## config.mk

```make
export PLATFORM = sky130hd
export DESIGN_NAME = writeback_stage
export DESIGN_NICKNAME = d
export VERILOG_FILES = /design/src/rtl/pipeline_pkg.sv /design/src/rtl/wb_result_fifo.sv /design/src/rtl/writeback_stage.sv
export SDC_FILE = /design/constraint.sdc
export NUM_CORES = 1
export LEC_CHECK = 0
export CORE_MARGIN = 2
export CORE_UTILIZATION = 53
export CTS_CLUSTER_DIAMETER = 120
export DETAILED_ROUTE_END_ITERATION = 10
export PLACE_DENSITY = 0.95
export SLEW_MARGIN = 5
export SYNTH_ARGS = -nofsm -noshare
export SYNTH_HDL_FRONTEND = slang
export SYNTH_SLANG_ARGS = --single-unit
```

## constraint.sdc

```tcl
create_clock -name clk -period 6.2 [get_ports clk]
set_input_delay 1.24 -clock clk [delete_from_list [all_inputs] [get_ports clk]]
set_output_delay 1.24 -clock clk [all_outputs]
set_load 0.01 [all_outputs]
```

## src/rtl/pipeline_pkg.sv

```systemverilog
// Shared pipeline types: register-index/data widths and the write-back result payload.
package pipeline_pkg;

    localparam int unsigned REG_IDX_W = 3;
    localparam int unsigned DATA_W    = 32;
    localparam int unsigned NREG      = 8;

    // One completed result travelling from execute/memory to the regfile write port
    typedef struct packed {
        logic                 we;
        logic [REG_IDX_W-1:0] dst;
        logic [DATA_W-1:0]    data;
    } wb_entry_t;

endpackage

```

## src/rtl/wb_result_fifo.sv

```systemverilog
// Result FIFO for the write-back stage; pointers carry an extra MSB to tell full from empty.
module wb_result_fifo
    import pipeline_pkg::*;
#(
    parameter int unsigned DEPTH = 2
) (
    input  logic      clk,
    input  logic      rst,
    input  logic      push_i,
    input  wb_entry_t push_data_i,
    input  logic      pop_i,
    output wb_entry_t head_o,
    output logic      full_o,
    output logic      empty_o
);

    localparam int unsigned AW = $clog2(DEPTH);
    localparam int unsigned PW = AW + 1;

    wb_entry_t         mem_q [DEPTH];
    logic [PW-1:0]     wr_ptr_q, wr_ptr_d;
    logic [PW-1:0]     rd_ptr_q, rd_ptr_d;

    // Pointer advance on push/pop
    always_comb begin
        wr_ptr_d = wr_ptr_q;
        rd_ptr_d = rd_ptr_q;
        if (push_i) wr_ptr_d = wr_ptr_q + PW'(1);
        if (pop_i)  rd_ptr_d = rd_ptr_q + PW'(1);
    end

    // Pointer registers, cleared by synchronous reset
    always_ff @(posedge clk) begin
        if (rst) begin
            wr_ptr_q <= '0;
            rd_ptr_q <= '0;
        end else begin
            wr_ptr_q <= wr_ptr_d;
            rd_ptr_q <= rd_ptr_d;
        end
    end

    // Storage write; contents are don't-care until the write pointer covers them
    always_ff @(posedge clk) begin
        if (push_i && !rst) mem_q[wr_ptr_q[AW-1:0]] <= push_data_i;
    end

    assign head_o  = mem_q[rd_ptr_q[AW-1:0]];
    assign empty_o = (wr_ptr_q == rd_ptr_q);
    assign full_o  = (wr_ptr_q[AW] != rd_ptr_q[AW]) &&
                     (wr_ptr_q[AW-1:0] == rd_ptr_q[AW-1:0]);

endmodule

```

## src/rtl/writeback_stage.sv

```systemverilog
// Write-back stage: buffers results, drains one per cycle to the regfile write port,
// and tracks pending writes per register for RAW stalls.
// Optional feature macro: WB_BYPASS_EN (write-cycle bypass to the read stage).
module writeback_stage
    import pipeline_pkg::*;
#(
    parameter int unsigned DEPTH = 2,
    parameter int unsigned CNT_W = 2
) (
    input  logic                 clk,
    input  logic                 rst,
    input  logic                 iss_valid,
    input  logic                 iss_wb,
    input  logic [REG_IDX_W-1:0] iss_dst,
    output logic                 iss_stall,
    input  logic                 res_valid,
    output logic                 res_ready,
    input  logic                 res_we,
    input  logic [REG_IDX_W-1:0] res_dst,
    input  logic [DATA_W-1:0]    res_data,
    input  logic                 wb_hold,
    output logic                 we,
    output logic [REG_IDX_W-1:0] widx,
    output logic [DATA_W-1:0]    wdata,
    output logic [NREG-1:0]      busy,
    input  logic [REG_IDX_W-1:0] src1_idx,
    input  logic [REG_IDX_W-1:0] src2_idx,
    output logic                 byp_hit1,
    output logic                 byp_hit2,
    output logic [DATA_W-1:0]    byp_val1,
    output logic [DATA_W-1:0]    byp_val2
);

    localparam logic [CNT_W-1:0] CNT_MAX = '1;

    wb_entry_t            in_entry;
    wb_entry_t            fifo_head;
    wb_entry_t            pop_entry;
    logic                 fifo_full, fifo_empty;
    logic                 push, drain, fifo_push, fifo_pop;

    logic                 we_q, we_d;
    logic [REG_IDX_W-1:0] widx_q, widx_d;
    logic [DATA_W-1:0]    wdata_q, wdata_d;

    logic [CNT_W-1:0]     cnt_q [NREG];
    logic [CNT_W-1:0]     cnt_d [NREG];
    logic [NREG-1:0]      inc_vec, dec_vec;
    logic                 iss_inc;

    assign in_entry  = '{we: res_we, dst: res_dst, data: res_data};
    assign res_ready = !fifo_full;
    assign push      = res_valid && res_ready;

    // Drain whenever something is available after this cycle's push; an empty FIFO is bypassed
    assign drain     = !wb_hold && (!fifo_empty || push);
    assign fifo_pop  = drain && !fifo_empty;
    assign fifo_push = push && !(drain && fifo_empty);
    assign pop_entry = fifo_empty ? in_entry : fifo_head;

    wb_result_fifo #(
        .DEPTH (DEPTH)
    ) u_fifo (
        .clk         (clk),
        .rst         (rst),
        .push_i      (fifo_push),
        .push_data_i (in_entry),
        .pop_i       (fifo_pop),
        .head_o      (fifo_head),
        .full_o      (fifo_full),
        .empty_o     (fifo_empty)
    );

    // Next write-port values: one-cycle we per popped entry, index/data held otherwise
    always_comb begin
        we_d    = 1'b0;
        widx_d  = widx_q;
        wdata_d = wdata_q;
        if (drain) begin
            we_d = pop_entry.we;
            if (pop_entry.we) begin
                widx_d  = pop_entry.dst;
                wdata_d = pop_entry.data;
            end
        end
    end

    // Write-port registers
    always_ff @(posedge clk) begin
        if (rst) begin
            we_q    <= 1'b0;
            widx_q  <= '0;
            wdata_q <= '0;
        end else begin
            we_q    <= we_d;
            widx_q  <= widx_d;
            wdata_q <= wdata_d;
        end
    end

    assign we    = we_q;
    assign widx  = widx_q;
    assign wdata = wdata_q;

    assign iss_stall = (cnt_q[iss_dst] == CNT_MAX);
    assign iss_inc   = iss_valid && iss_wb && !iss_stall;

    // Per-register increment (issue) and decrement (commit); decrement at zero is dropped
    always_comb begin
        inc_vec = '0;
        dec_vec = '0;
        for (int unsigned i = 0; i < NREG; i++) begin
            inc_vec[i] = iss_inc && (iss_dst == REG_IDX_W'(i));
            dec_vec[i] = we_q && (widx_q == REG_IDX_W'(i)) && (cnt_q[i] != '0);
        end
    end

    // Scoreboard next state; simultaneous inc and dec cancel
    always_comb begin
        for (int unsigned i = 0; i < NREG; i++) begin
            cnt_d[i] = cnt_q[i];
            if (inc_vec[i] && !dec_vec[i])      cnt_d[i] = cnt_q[i] + CNT_W'(1);
            else if (dec_vec[i] && !inc_vec[i]) cnt_d[i] = cnt_q[i] - CNT_W'(1);
        end
    end

    // Scoreboard registers
    always_ff @(posedge clk) begin
        for (int unsigned i = 0; i < NREG; i++) begin
            if (rst) cnt_q[i] <= '0;
            else     cnt_q[i] <= cnt_d[i];
        end
    end

`ifdef WB_BYPASS_EN
    // Busy view: the last pending write is visible on the bypass during its write cycle
    always_comb begin
        busy = '0;
        for (int unsigned i = 0; i < NREG; i++) begin
            busy[i] = (cnt_q[i] != '0) &&
                      !(we_q && (widx_q == REG_IDX_W'(i)) && (cnt_q[i] == CNT_W'(1)));
        end
    end

    assign byp_hit1 = we_q && (widx_q == src1_idx);
    assign byp_hit2 = we_q && (widx_q == src2_idx);
    assign byp_val1 = wdata_q;
    assign byp_val2 = wdata_q;
`else
    // Busy view: a register stays busy until its commit edge has passed
    always_comb begin
        busy = '0;
        for (int unsigned i = 0; i < NREG; i++) begin
            busy[i] = (cnt_q[i] != '0);
        end
    end

    logic unused_src;
    assign unused_src = ^{src1_idx, src2_idx};

    assign byp_hit1 = 1'b0;
    assign byp_hit2 = 1'b0;
    assign byp_val1 = '0;
    assign byp_val2 = '0;
`endif

endmodule

```

**After elaboration in Yosys (flattened, before gate mapping)**

Memory sizes are Yosys's and may differ from the RTL's. A register that Yosys moved wholly into a read port is not among the register bits.
Index checks and enable logic that the tools add are counted.

- Register bits: 40
- Bits in latches: 0
- RAM bits: 88
- Memory bits (read-only): 0
- Bits of input ports: 51
- Output and inout port bits: 112
- Word-level logic and storage cells: 168
- Memories kept: 2

Memories:

| memory | words | width | rd ports | clocked after memory_dff | write ports | line | RTL |
|---|---|---|---|---|---|---|---|
| u_fifo.mem_q | 2 | 36 | 1 | 1 | 1 | wb_result_fifo.sv:20 | `wb_entry_t mem_q [DEPTH];` |
| cnt_q | 8 | 2 | 9 | 0 | 8 | writeback_stage.sv:46 | `logic [CNT_W-1:0] cnt_q [NREG];` |

- $add $sub $neg: 18
- $mul: 0
- Div/mod/pow operators: 0
- Magnitude comparators: 0
- Equality and inequality tests: 18
- Shift operators: 0
- Multiplexer cells: 32
- Bitwise operators: 9
- Reduce and logical (&&, ||, !) cells: 84

Operators by type and width:

| cell | count |
|---|---|
| logical AND 1 bit | 49 |
| 2-to-1 mux 2 bit | 24 |
| 2-to-1 mux 36 bit | 1 |
| equality test 3 bit (second input constant) | 8 |
| zero test 1 bit | 22 |
| adder 2 x 1 -> 2 bit (second input constant) | 10 |
| nonzero test 2 bit | 8 |
| subtractor 2 x 1 -> 2 bit (second input constant) | 8 |
| equality test 3 x 2 -> 1 bit (second input constant) | 4 |
| bitwise OR 1 bit | 8 |
| 2-to-1 mux 1 bit | 7 |
| equality test 3 x 1 -> 1 bit (second input constant) | 2 |
| zero test 3 bit | 2 |
| equality test 2 bit | 1 |
| equality test 2 bit (second input constant) | 1 |
| AND reduction 2 bit | 1 |
| OR reduction 2 bit | 1 |
| equality test 1 bit | 1 |
| logical OR 1 bit | 1 |
| inequality test 1 bit | 1 |
| NOT 1 bit | 1 |

**Logic depth before layout (Yosys ltp)**

- Depth after elaboration: 12
- Depth in mapped cells: 9
- Depth with buffers taken out: 8

**Hierarchy**

Synthesis repeated with hierarchy kept, for this count alone.

- Cells, all modules: 529
- Area total of the unflattened synthesis: 6,707.7 um^2

By module, submodules not included:

| module | instances | cells each | area each (um^2) | sequential area each (um^2) |
|---|---|---|---|---|
| writeback_stage | 1 | 395 | 3,738.6 | 1,041.0 |
| wb_result_fifo | 1 | 134 | 2,969.1 | 2,262.2 |

**Worst setup path after synthesis**

Ideal clock, no wire load.

- Path type: input to register
- Start point: in rst
- End point: mem u_fifo.mem_q[0][0] (netlist bit) (enable)
- Setup time: 0.474 ns
- Data arrival time: 4.094 ns
- Data required time: 5.726 ns
- Slack: 1.632 ns
- Stages: 3
- Path buffers: 2
- Cells stage by stage: clkbuf_1 clkbuf_1 nor3_1

- Cells in the longest elaborated chain, start to end: 4

RTL lines:

| element | line | RTL |
|---|---|---|
| start: declaration | writeback_stage.sv:11 | `input logic rst,` |
| zero test 1 bit | wb_result_fifo.sv:45 | `if (push_i && !rst) mem_q[wr_ptr_q[AW-1:0]] <= push_data_i;` |
| logical AND 1 bit | wb_result_fifo.sv:45 |  |
| 2-to-1 mux 1 bit | wb_result_fifo.sv:45 |  |
| 2-to-1 mux 1 bit (implied by the code) | wb_result_fifo.sv:45 |  |
| end: declaration | wb_result_fifo.sv:20 |  |

No other way between the ends.

**Final worst setup path**

- Start point: in iss_dst[1]
- End point: out iss_stall

- Cells in the longest elaborated chain, start to end: 2

RTL lines:

| element | line | RTL |
|---|---|---|
| start: declaration | writeback_stage.sv:14 | `input logic [REG_IDX_W-1:0] iss_dst,` |
| memory read (8 x 2 bit) | -- |  |
| equality test 2 bit | writeback_stage.sv:105 | `assign iss_stall = (cnt_q[iss_dst] == CNT_MAX);` |
| end: declaration | writeback_stage.sv:15 | `output logic iss_stall,` |

No other way between the ends.

==> results.md <==
- The growth of design area from synthesis to finish is 19.59%.
- Of all flip-flops after synthesis, the portion carrying an async set or reset was 0%.
- The setup slack after layout is approximately 1700 ps.
- The count of pins on the block boundary is about 160.
- The total half-perimeter wirelength after legalization and detailed placement is 8509 um.
- The worst setup path is captured at a primary output.
- The total via count after detailed routing is 4597.
- The synthesized netlist occupies a cell area of 6347 sq um.
- OpenSTA, run right after detailed placement, puts the worst setup slack at 1769 ps.
- The standby leakage power is 2.647 nW.
- For this run the aggregate overflow at the end of global routing stands at 0.
- The number of slew-limit violations in the final report came to 0.
- The first global-routing pass estimated 21360 um of wire.
- TritonCTS created 17 clock buffers.
- The largest net degree at the start of global routing is 76.
- In the final layout, the share of cells above drive strength 1 is 8.889%.
- Setup slack on the worst reg-to-reg path comes out at 2970 ps.
- Row generation in the floorplan step produced 39 rows.
- For the pin with the worst max-slew slack, the measured transition is 1190 ps.
- Leaving out fill and tap cells, the most frequent cell in the layout is sky130_fd_sc_hd__clkdlybuf4s50_1.
- The repair_antennas step left the layout with diodes totalling 0.
- The final worst clock skew is 7.192 ps.
- The final weighted congestion in routability-driven placement is about 0.88.
- TritonCTS built the clock tree.
- The start point of the critical path is iss_dst[1].
- After clock tree synthesis, the clock-pin slew on the worst setup and hold paths is 50 ps.
- The signal arrival time at the worst endpoint is 3230 ps.
- The chip height is 113.4 um.
- At the worst endpoint, the required time is 4960 ps.
- The number of global-route vias before repair is 4367.
- The biggest fanout along the worst timing path is 17.
- The starting density of the core is between 50 and 60%.
- The number of buffers and inverters on the critical path is 2.
- The worst-case IR drop observed on VDD is 0.0002646 V.
- The critical path goes through clkdlybuf4s50_1, nand3_1, o21ai_0, mux4_2, clkdlybuf4s50_1.
- Summed over all failing endpoints, the final setup total negative slack is 0 ps.
- The hold path startpoint is wdata[18]$_SDFFE_PP0P_.
- In this run the biggest area consumer among cell types represents 34.06% of the synthesized area.
- Clock latency on the worst-skew pair, taken at its later pin, is 400 ps.
- The cell repeated most along the worst path is sky130_fd_sc_hd__clkdlybuf4s50_1.
- The primary flip-flop cell chosen by synthesis mapping is sky130_fd_sc_hd__edfxtp_1.
- The first routing iteration left between 300 and 400 violations.
- The critical path start-end classification is in2out.
- The DRC violations left is 0.
- The nature of the critical path startpoint is an input port.
- The endpoint identified for the worst register-to-register timing path is u_fifo.mem_q[1][32]$_DFFE_PP_.
- In this design, the stage delay of the slowest critical-path cell is slightly below 700 ps.
- Once the clock tree was built, the setup fixing pass inserted 0 buffers.
- For hold timing, the worst endpoint is wdata[18]$_SDFFE_PP0P_.
- The slowest cell on the critical path is sky130_fd_sc_hd__clkdlybuf4s50_1.
- The sum of routed wire length over all layers is between 10000 and 15000 um.
- The number of flops mapped to enable cells by yosys is just over 70.
- The final hold violation count is 0.
- By area the synthesized netlist is led by sky130_fd_sc_hd__edfxtp_1 34%, sky130_fd_sc_hd__dfxtp_1 18%, sky130_fd_sc_hd__buf_4 8.0%, sky130_fd_sc_hd__mux2i_1 5.5%, sky130_fd_sc_hd__o211ai_1 4.5%.
- The all-layer global routing usage is 21.29%.
- Dividing the synthesized area by the synthesized cell count gives 10.74 sq um.
- The routed wirelength normalized by instance count is 16.64 um.
- The floorplan core area is 11560 sq um.
- Max-cap violations in this run came to 0.
- The number of unique standard cell types used by synthesis is 37.
- Counting flops and latches in the post-synthesis netlist gives 129.
- The worst pin sits at a relative slew slack of 20.68%.
- The worst hold path depth is 2.
- The min-delay analysis places its worst path in the category reg2reg.
- The number of nets with antenna violations after routing is 0.
- The maximum number of buffers from clock root to sink is 2.
- For this design, the sink count on the clock tree is 129.
- The startpoint identified for the worst register-to-register timing path is u_fifo.wr_ptr_q[0]$_SDFFE_PP0P_.
- The total setup violations reported at the end of the flow is 0.
- The quantity of hold-fixing buffers added after cts is 0.
- The buffer cell driving the clock tree root is sky130_fd_sc_hd__clkbuf_16.
- The post-layout net count is ~720.
- The H-tree depth reported by CTS is 4.
- The number of antenna violations at the first check in global routing is 0.
- The dominant cell type by area after synthesis is sky130_fd_sc_hd__edfxtp_1.
- The fraction of the yosys area taken by sequential cells is 52.04%.
- Static timing analysis puts the maximum clock frequency at around 0.22 GHz.
- In the finished design, the share of the clock period the worst path needs comes to 72.03%.
- The kind of cell with the highest combined delay along the critical path is buffers and inverters.
- The floorplan step defined a die boundary enclosing between 10000 and 15000 sq um.
- The via density per instance is 5.620.
- Dividing total power by cell area gives a power density of roughly 400 nW/um^2.
- Buffers placed on the I/O ports in this run total 90.
- The flow ran to the end, and the final reports show no timing, DRC or antenna violations.
- The number of fill cells in the layout is 873.
- The Yosys warning count is 0.
- The worst-case reg-to-reg path depth is 6.
- The time the worst path needs with I/O delays and setup is ~4500 ps.
- The pre-antenna-repair detailed-routing pass consisted of 4 iterations.
- After technology mapping, the gate count stands at between 500 and 600.
- Setup repair after global routing left no endpoint under its margin.
- In this run the horizontal extent of the chip is about 110 um.
- After clock tree synthesis, the repair step resized 0 gates.
- Leaving out fill and tap cells, the most frequent cells in the layout are 89 x sky130_fd_sc_hd__clkdlybuf4s50_1, 72 x sky130_fd_sc_hd__edfxtp_1, 66 x sky130_fd_sc_hd__conb_1.
==> cell usage after synthesis (3+ instances only) <==
library cell               instances
sky130_fd_sc_hd__edfxtp_1         72
sky130_fd_sc_hd__buf_4            68
sky130_fd_sc_hd__dfxtp_1          57
sky130_fd_sc_hd__o21ai_0          48
sky130_fd_sc_hd__a21oi_1          46
sky130_fd_sc_hd__nand3_1          45
sky130_fd_sc_hd__or3_1            45
sky130_fd_sc_hd__o211ai_1         38
sky130_fd_sc_hd__mux2i_1          35
sky130_fd_sc_hd__clkbuf_1         23
sky130_fd_sc_hd__xor2_1           18
sky130_fd_sc_hd__nor2_1           16
sky130_fd_sc_hd__buf_2            10
sky130_fd_sc_hd__nand2_1          10
sky130_fd_sc_hd__buf_6             8
sky130_fd_sc_hd__ha_1              8
sky130_fd_sc_hd__or2_2             8
sky130_fd_sc_hd__nor3_1            6
sky130_fd_sc_hd__inv_1             4
sky130_fd_sc_hd__nand4_1           3
sky130_fd_sc_hd__nor2b_1           3
sky130_fd_sc_hd__xnor2_1           3
==> report_power, final <==
group / internal, W / switching, W / total, W
combinational: 0.000433 / 0.000578 / 0.00101
clock: 0.000558 / 0.000356 / 0.000913
sequential: 0.00104 / 0.0000784 / 0.00111
==> cells by family after synthesis <==
kind of cell / synth area share [%]
mux: 6.406
other cells: 0.05908
simple gates: 12.06
buf+inv: 11.91
xor+xnor: 3.154
flops: 52.04
fa+ha+maj: 1.577
compound gates: 12.79
==> cell type report <==
cell class,count,area (sq um),share of cell area [%]
inverters,4,15.01,0.1978
multi-input cells,413,2581,34.00
clock inverters,13,116.4,1.533
repair buffers,98,955.9,12.59
flip-flops and latches,129,3304,43.53
well taps,143,178.9,2.357
clock buffers,18,439.2,5.785
==> worst max-delay path by stage <==
| stage | end | depth (start not counted) |
|---|---|---|
| 6_report | iss_stall | 5 |
| 5_1_grt | iss_stall | 5 |
| 3_3_place_gp | iss_stall | 5 |
| 2_1_floorplan | u_fifo.mem_q[0][0]$_DFFE_PP_ | 3 |
| 4_1_cts | iss_stall | 5 |
| 3_5_place_dp | iss_stall | 5 |
==> sequential cells by signal (all words and copies together), names as in the netlist, named ones only <==
register,cells
cnt_q,16
u_fifo.mem_q,72
u_fifo.rd_ptr_q,2
u_fifo.wr_ptr_q,2
wdata,32
we,1
widx,3
==> worst register-to-register path, stage by stage, from the launching register on <==
cell	delay, ps
sky130_fd_sc_hd__dfxtp_1	540
sky130_fd_sc_hd__xor2_4	640
sky130_fd_sc_hd__buf_4	500
sky130_fd_sc_hd__a21oi_2	110
sky130_fd_sc_hd__nand2b_1	200
sky130_fd_sc_hd__nor3_2	360
sky130_fd_sc_hd__buf_4	490
==> layer usage <==
layer	global-route usage, %	share of wire, %
met5	0	0
met4	10.57	2.3
met3	4.623	5.1
met2	36.61	51
met1	25.36	41
==> stage by stage <==
| step | hold WS [ps] | cells | total power (W) | cell area, sq um | utilization, % |
|---|---|---|---|---|---|
| floorplan | 466.6 | 656 | 0.001844 | 6591 | - |
| global route | 495.2 | 818 | 0.003201 | 7591 | 65.64 |
| detailed placement | 457.5 | 787 | 0.002135 | 7036 | 60.84 |
| finish | 463.7 | 818 | 0.003038 | 7591 | 65.64 |
| CTS | 465.3 | 818 | 0.003052 | 7591 | 65.64 |
| global placement | 454.8 | 787 | 0.002095 | 7036 | 60.84 |
(Power assumes the default switching activity.)
